--- src/rtl/cpu_pkg.sv ---
// Shared constants and types for the fetch front end.
package cpu_pkg;

  localparam int unsigned ADDR_W_DEF      = 12;
  localparam int unsigned DATA_W_DEF      = 32;
  localparam int unsigned QUEUE_DEPTH_DEF = 4;

  typedef struct packed {
    logic [ADDR_W_DEF-1:0] pc;
    logic [DATA_W_DEF-1:0] instr;
  } fetch_entry_t;

  typedef logic [$clog2(QUEUE_DEPTH_DEF+1)-1:0] fetch_cnt_t;

  // Width of a counter that must hold 0..depth inclusive.
  function automatic int unsigned cnt_width(int unsigned depth);
    return $clog2(depth + 1);
  endfunction

endpackage

--- src/rtl/sync_fifo.sv ---
// Synchronous FIFO with flush, occupancy count and async active-low reset.
module sync_fifo #(
  parameter type         T     = logic [7:0],
  parameter int unsigned DEPTH = 4
) (
  input  logic                       clk,
  input  logic                       reset,
  input  logic                       flush,
  input  logic                       push,
  input  T                           push_data,
  input  logic                       pop,
  output T                           pop_data,
  output logic                       empty,
  output logic [$clog2(DEPTH+1)-1:0] count
);

  localparam int unsigned PTR_W = $clog2(DEPTH);
  localparam int unsigned CNT_W = $clog2(DEPTH + 1);
  localparam logic [CNT_W-1:0] DEPTH_C = DEPTH[CNT_W-1:0];

  T                 mem_q [DEPTH];
  logic [PTR_W-1:0] wr_ptr_q, rd_ptr_q;
  logic [CNT_W-1:0] count_q;
  logic             do_push, do_pop;

  assign empty    = (count_q == '0);
  assign do_push  = push && (count_q != DEPTH_C);
  assign do_pop   = pop && !empty;
  assign pop_data = mem_q[rd_ptr_q];
  assign count    = count_q;

  always_ff @(posedge clk or negedge reset) begin
    if (!reset) begin
      wr_ptr_q <= '0;
      rd_ptr_q <= '0;
      count_q  <= '0;
    end else if (flush) begin
      wr_ptr_q <= '0;
      rd_ptr_q <= '0;
      count_q  <= '0;
    end else begin
      if (do_push) wr_ptr_q <= wr_ptr_q + PTR_W'(1);
      if (do_pop)  rd_ptr_q <= rd_ptr_q + PTR_W'(1);
      count_q <= count_q + CNT_W'(do_push) - CNT_W'(do_pop);
    end
  end

  // Storage needs no reset; validity is tracked by the pointers.
  always_ff @(posedge clk) begin
    if (do_push && !flush) mem_q[wr_ptr_q] <= push_data;
  end

endmodule

--- src/rtl/fetch_unit.sv ---
// Instruction fetch front end: credit-limited request issue, in-order response
// capture into an instruction queue, and redirect with stale-response discard.
module fetch_unit
  import cpu_pkg::*;
#(
  parameter int unsigned       ADDR_W      = ADDR_W_DEF,
  parameter int unsigned       DATA_W      = DATA_W_DEF,
  parameter int unsigned       QUEUE_DEPTH = QUEUE_DEPTH_DEF,
  parameter logic [ADDR_W-1:0] RESET_PC    = '0
) (
  input  logic              clk,
  input  logic              reset,
  output logic              imem_req_valid,
  input  logic              imem_req_ready,
  output logic [ADDR_W-1:0] imem_req_addr,
  input  logic              imem_rsp_valid,
  input  logic [DATA_W-1:0] imem_rsp_data,
  input  logic              redirect_valid,
  input  logic [ADDR_W-1:0] redirect_pc,
  output logic              out_valid,
  input  logic              out_ready,
  output logic [DATA_W-1:0] out_instr,
  output logic [ADDR_W-1:0] out_pc
);

  localparam int unsigned CNT_W = cnt_width(QUEUE_DEPTH);
  localparam logic [CNT_W:0] DEPTH_C = QUEUE_DEPTH[CNT_W:0];

  typedef struct packed {
    logic [ADDR_W-1:0] pc;
    logic [DATA_W-1:0] instr;
  } entry_t;

  logic [ADDR_W-1:0] fetch_pc_q, fetch_pc_d, rsp_pc_q, rsp_pc_d;
  logic [CNT_W-1:0]  outstanding_q, outstanding_d, stale_q, stale_d, occupancy;
  logic              credit, req_fire, push, pop, fifo_empty;
  entry_t            push_entry, head;

  // Queue slots are reserved at request time, so the queue can never overflow.
  assign credit         = ({1'b0, occupancy} + {1'b0, outstanding_q}) < DEPTH_C;
  assign imem_req_valid = reset && credit && !redirect_valid;
  assign imem_req_addr  = fetch_pc_q;
  assign req_fire       = imem_req_valid && imem_req_ready;

  assign push       = imem_rsp_valid && (stale_q == '0) && !redirect_valid;
  assign push_entry = '{pc: rsp_pc_q, instr: imem_rsp_data};
  assign pop        = !fifo_empty && out_ready;

  assign out_valid = !fifo_empty;
  assign out_pc    = head.pc;
  assign out_instr = head.instr;

  always_comb begin
    fetch_pc_d    = fetch_pc_q;
    rsp_pc_d      = rsp_pc_q;
    stale_d       = stale_q;
    outstanding_d = outstanding_q + CNT_W'(req_fire) - CNT_W'(imem_rsp_valid);
    if (redirect_valid) begin
      fetch_pc_d = redirect_pc;
      rsp_pc_d   = redirect_pc;
      // Everything still in flight after this cycle belongs to the old path.
      stale_d    = outstanding_q - CNT_W'(imem_rsp_valid);
    end else begin
      if (req_fire) fetch_pc_d = fetch_pc_q + ADDR_W'(1);
      if (push)     rsp_pc_d   = rsp_pc_q + ADDR_W'(1);
      if (imem_rsp_valid && (stale_q != '0)) stale_d = stale_q - CNT_W'(1);
    end
  end

  always_ff @(posedge clk or negedge reset) begin
    if (!reset) begin
      fetch_pc_q    <= RESET_PC;
      rsp_pc_q      <= RESET_PC;
      outstanding_q <= '0;
      stale_q       <= '0;
    end else begin
      fetch_pc_q    <= fetch_pc_d;
      rsp_pc_q      <= rsp_pc_d;
      outstanding_q <= outstanding_d;
      stale_q       <= stale_d;
    end
  end

  sync_fifo #(
    .T     (entry_t),
    .DEPTH (QUEUE_DEPTH)
  ) u_queue (
    .clk       (clk),
    .reset     (reset),
    .flush     (redirect_valid),
    .push      (push),
    .push_data (push_entry),
    .pop       (pop),
    .pop_data  (head),
    .empty     (fifo_empty),
    .count     (occupancy)
  );

endmodule
--- config.mk ---
export PLATFORM = sky130hd
export DESIGN_NAME = fetch_unit
export DESIGN_NICKNAME = d
export VERILOG_FILES = /design/src/rtl/cpu_pkg.sv /design/src/rtl/sync_fifo.sv /design/src/rtl/fetch_unit.sv
export SDC_FILE = /design/constraint.sdc
export NUM_CORES = 1
export LEC_CHECK = 0
export CAP_MARGIN = 30
export CORE_MARGIN = 1
export CORE_UTILIZATION = 40
export CTS_CLUSTER_SIZE = 8
export DETAILED_ROUTE_END_ITERATION = 10
export MAX_ROUTING_LAYER = met4
export PLACE_DENSITY_LB_ADDON = 0.12
export SLEW_MARGIN = 20
export SYNTH_ARGS = -nofsm -noshare
export SYNTH_HDL_FRONTEND = slang
export SYNTH_SLANG_ARGS = --single-unit
--- constraint.sdc ---
create_clock -name clk -period 4.4 [get_ports clk]
set_input_delay 0.88 -clock clk [delete_from_list [all_inputs] [get_ports clk]]
set_output_delay 0.88 -clock clk [all_outputs]
set_load 0.03 [all_outputs]
# Word-level counts from Yosys, hierarchy flattened
# Memories as Yosys holds them, arrays and structs flattened.
# Index checks and enable logic that the tools add are counted.
[op_classes] n_addsub=11 order_cmp=1 n_eq_ne=1 mux=13 n_reduce_logical=20
[ops] op="$mux 12" n=4
[ops] op="$add 12x1->12 const B" n=2
[ops] op="$logic_and 1x1->1" n=10
[ops] op="$reduce_bool 2->1" n=5
[ops] op="$mux 3" n=3
[ops] op="$sub 3x1->3" n=3
[ops] op="$mux 2" n=4
[ops] op="$add 3x1->3" n=2
[ops] op="$logic_not 3->1" n=2
[ops] op="$add 2x1->2 const B" n=2
[ops] op="$add 3x3->4" n=1
[ops] op="$lt 4x3->1 const B" n=1
[ops] op="$ne 3x3->1 const B" n=1
[ops] op="$reduce_bool 3->1" n=1
[ops] op="$sub 3x1->3 const B" n=1
[ops] op="$logic_not 1->1" n=2
[ops] op="$mux 1" n=2
[word_totals] register_bits=37 ram_bits=176 in_bits=50 word_cells=54 mem_count=1
[mem_list] memory="u_queue.mem_q" depth=4 word_bits=44 read_ports=1 rd_clocked_by_memory_dff=0 wr=1 line="sync_fifo.sv:21" rtl="T mem_q [DEPTH];"

# Depth between registers and ports, before layout
[logic_depth] word_depth=7 ltp_mapped=11 ltp_nobuf=10

# Cells and area by module
# From an unflattened synthesis, not the netlist that was laid out.
[hier_totals] cells_unflattened=468 hier_area_um2=8685.8
[by_module_without_submodules] mod="sync_fifo" n_inst=1 cells_per_inst=278 area_per_inst_um2=6925.4
[by_module_without_submodules] mod="fetch_unit" n_inst=1 cells_per_inst=190 area_per_inst_um2=1760.4

# Worst setup path after synthesis
# No wires, ideal clock.
[synth_path] path_type="input-to-reg" startpoint="in imem_rsp_valid" endpoint="mem u_queue.mem_q[0][0] in the netlist's numbering (enable)" setup_time_ns=0.406 arrival_time_ns=2.527 required_ns=3.994 path_slack_ns=1.467 cell_stages=3 cell_sequence="nand3b_1 -> a211oi_2 -> and2_1"
[synth_via] elab_chain_len=6
[synth_lines] item="start, declared" line="fetch_unit.sv:16" rtl="input logic imem_rsp_valid,"
[synth_lines] item="$logic_and 1x1->1 (2 in a row)" line="fetch_unit.sv:45" rtl="assign push = imem_rsp_valid && (stale_q == '0) && !redirect_valid;"
[synth_lines] item="$logic_and 1x1->1" line="sync_fifo.sv:27" rtl="assign do_push = push && (count_q != DEPTH_C);"
[synth_lines] item="$logic_and 1x1->1" line="sync_fifo.sv:50" rtl="if (do_push && !flush) mem_q[wr_ptr_q] <= push_data;"
[synth_lines] item="$mux 1" line="sync_fifo.sv:50"
[synth_lines] item="$mux 1 (implied by the code)" line="sync_fifo.sv:50"
[synth_lines] item="end, declared" line="sync_fifo.sv:21"
# Every way passes these cells.

# Worst setup path after layout
[layout_path] startpoint="reg u_queue.rd_ptr_q[0]" endpoint="out out_pc[2]"
[layout_via] elab_chain_len=1
[layout_lines] item="start, declared" line="sync_fifo.sv:22" rtl="logic [PTR_W-1:0] wr_ptr_q, rd_ptr_q;"
[layout_lines] item="start signal, assigned" line="sync_fifo.sv:43" rtl="if (do_pop) rd_ptr_q <= rd_ptr_q + PTR_W'(1);"
[layout_lines] item="$mem_v2 4x44"
[layout_lines] item="end, declared" line="fetch_unit.sv:23" rtl="output logic [ADDR_W-1:0] out_pc"
# Every way passes these cells.

==> results.toml <==
[timing]
max_slew_margin = 0.600
setup-tns-final_ps = 0
rsz0062_at_grt = "no"
fmax_ghz = 0.279
hold_viol_final = 0
timing.final.crit_share = 0.813
setup-violations-final = 0
tightest_slew_ps = 601
slew_violations = 0
worst_clock_skew_ps = 11.5
post-route-min-period_ps = 3580

[clocking]
cts_hold_buf = 0
cts_max_level = 1
clock_latency_ps = 520
cts_sinks = 213
cts_setup_buffers = 0
clock-root-buffer = "clkbuf_16"
ctsResizeCount = 0
clk_pin_slew_ps = 50
cts_tree = "done"
cts_buffers = 30
clock_path_buffers = 3

[routing]
routed_wl_um = 16200
avgViaCountPerCell = 5.06
routed_wire_length_per_instance_um = 18.5
via_count = 4424
ant_nets = 0
drc = 0
first_pass_iters = 4
initialDrtViolationCount = 156

[grt]
grt_max_degree = 40
grt_most_used_layer = "met2"
grt_pass1_vias = 4826
overflow = 0
grt_pass1_wl_um = 26000
met1_usage = 0.203
grt_use_met3 = 0.0296
antenna_found_initial = 0
gr-usage-met2 = 0.264
grt_use_total = 0.160

[critical_path]
critPathLaunchType = "flop"
crit_end = "out_pc[2]"
cp_data_required_time_ps = 3520
worst_setup_path_end_kind = "output pin"
rr_startpoint = "stale_q[0]"
worstSetupStartpoint = "u_queue.rd_ptr_q[0]"
r2r_slack_ps = 1850
r2r_cells = 6
critical_path_class = "reg2out"
reg2reg_to = "u_queue.mem_q[0][5]"
cp_max_fo = 30
crit_arrival_ps = 2700

[die]
ios = 108
initial_utilization = 0.414
die_h_um = 148
core_mm2 = 0.0206
die_x_um = 148
die_area_mm2 = 0.0219
rows = 52

[yosys]
syn_nets = 516
ys_ff_latch = 213
syn_area_per_cell_um2 = 19.0
synth_edf_count = 176
yosysWarningCount = 0
synth_cell_types = 44
netlist_instances = 448
synth_area_mm2 = 0.00851
seq_area_frac_synth = 0.730
ys.flop_type = "edfxtp_1"
synth_async_sr_flop_share = 0.174

[placed_design]
post-dp-hpwl_um = 10000
routabilityCongestion = 0.803
io_buffers = 107

[layout]
nets = 649
fillers = 1688
final_core_util = 0.528
drive_gt1_frac = 0.169
area_growth_pct = 27.7
n_antenna_cell = 0

[worst_hold_path]
min_path_type = "reg2reg"
hold_depth = 1

[run]
maxCapViolations = 0

[pwr]
p_leak_nw = 3.70
total_power_mw = 5.97
peakVddDrop_mv = 0.266
power_density_mw_per_mm2 = 550

[status]
status = "finished, final reports clean"
[cells in the mapped netlist, types with 2 or more instances]
cell type	number	area [µm²]
fa_1	2	40.0
a31oi_1	2	12.5
o311ai_0	2	17.5
mux4_2	44	991
mux2i_1	4	40.0
nand3_1	8	40.0
nor3_1	2	10.0
mux2_2	3	33.8
o21ai_0	7	35.0
nand4_1	4	25.0
o21a_1	2	15.0
edfxtp_1	176	5290
and3_1	7	43.8
nor3b_1	3	22.5
dfrtp_1	37	926
a21boi_0	6	45.0
clkbuf_1	7	26.3
ha_1	16	200
buf_2	9	45.0
xnor2_1	17	149
nor2_1	15	56.3
inv_1	14	52.6
a21oi_1	5	25.0
and2_1	5	31.3
nand2b_1	5	31.3
or3_1	2	12.5
xor2_1	8	70.1
nand2_1	19	71.3
nand4_2	2	25.0
[flip-flops by register name (all words and copies together) (netlist names)]
register	flops
imem_req_addr	12
outstanding_q	3
rsp_pc_q	12
stale_q	3
u_queue.count	3
u_queue.mem_q	176
u_queue.rd_ptr_q	2
u_queue.wr_ptr_q	2
[per-stage QoR]
stage	cells	worst slack, ps	instance area [µm²]	hold WS (ps)
after floorplan	448	1470	8510	491
after global placement	819	1020	9990	528
after detailed placement	819	977	9990	548
after CTS	875	750	10900	560
after global routing	875	681	10900	598
final	875	821	10900	551
[critical path, cell delays in order (launching register included)]
cell,delay [ps]
dfrtp_4,640
buf_12,320
mux4_2,580
clkdlybuf4s50_1,610
[metal layers]
layer	routed length, µm	vias up
met3	897	31
met4	337	0
li1	-	2031
met1	7060	2229
met2	7920	133
met5	0	-
[how the worst min path moves through the flow]
stage / start / end / slack, ps
detailed placement: outstanding_q[0] / outstanding_q[0] / 550
floorplan: rsp_pc_q[11] / u_queue.mem_q[0][43] / 490
global route: outstanding_q[0] / outstanding_q[0] / 600
global placement: outstanding_q[0] / outstanding_q[0] / 530
finish: outstanding_q[0] / outstanding_q[0] / 550
CTS: outstanding_q[0] / outstanding_q[0] / 560
[layout by cell type, fill, tap and decap left out, drive strengths merged, types with 5 or more instances in the layout]
cell | netlist | routed
a21boi | 7 | 7
a21oi | 5 | 5
and2 | 5 | 5
and3 | 7 | 7
buf | 9 | 11
clkbuf | 7 | 55
clkdlybuf4s50 | 0 | 106
dfrtp | 37 | 37
edfxtp | 176 | 176
ha | 16 | 16
inv | 15 | 15
mux4 | 44 | 44
nand2 | 19 | 19
nand2b | 5 | 5
nand3 | 8 | 8
nand4 | 6 | 6
nor2 | 15 | 15
o21ai | 7 | 7
xnor2 | 17 | 17
xor2 | 8 | 8
[kinds of logic (layout without fill, tap and decap cells)]
kind of cell	Yosys count	in the layout	synth area share
compound gates	32	32	0.0257
xor+xnor	25	25	0.0257
fa+ha+maj	18	18	0.0282
buf+inv	31	188	0.0150
flops	213	213	0.730
mux	51	51	0.125
simple gates	78	78	0.0499
[area by class of cell]
type                       count  area [µm²]  area share
sequential                   213        6220       0.572
multi-input combinational    204        2170       0.200
timing repair buffer         117        1210       0.111
clock buffer                  55         866      0.0797
tap                          270         338      0.0311
inverter                      15        56.3     0.00518
clock inverter                 1        5.00    0.000461
[report_power, final]
part | total (mW) | internal, mW | switching (mW) | leakage [nW]
logic | 1.42 | 0.697 | 0.723 | 1.26
registers | 2.46 | 2.31 | 0.152 | 2.02
clock network | 2.09 | 1.30 | 0.785 | 0.414
(Power assumes the default switching activity.)
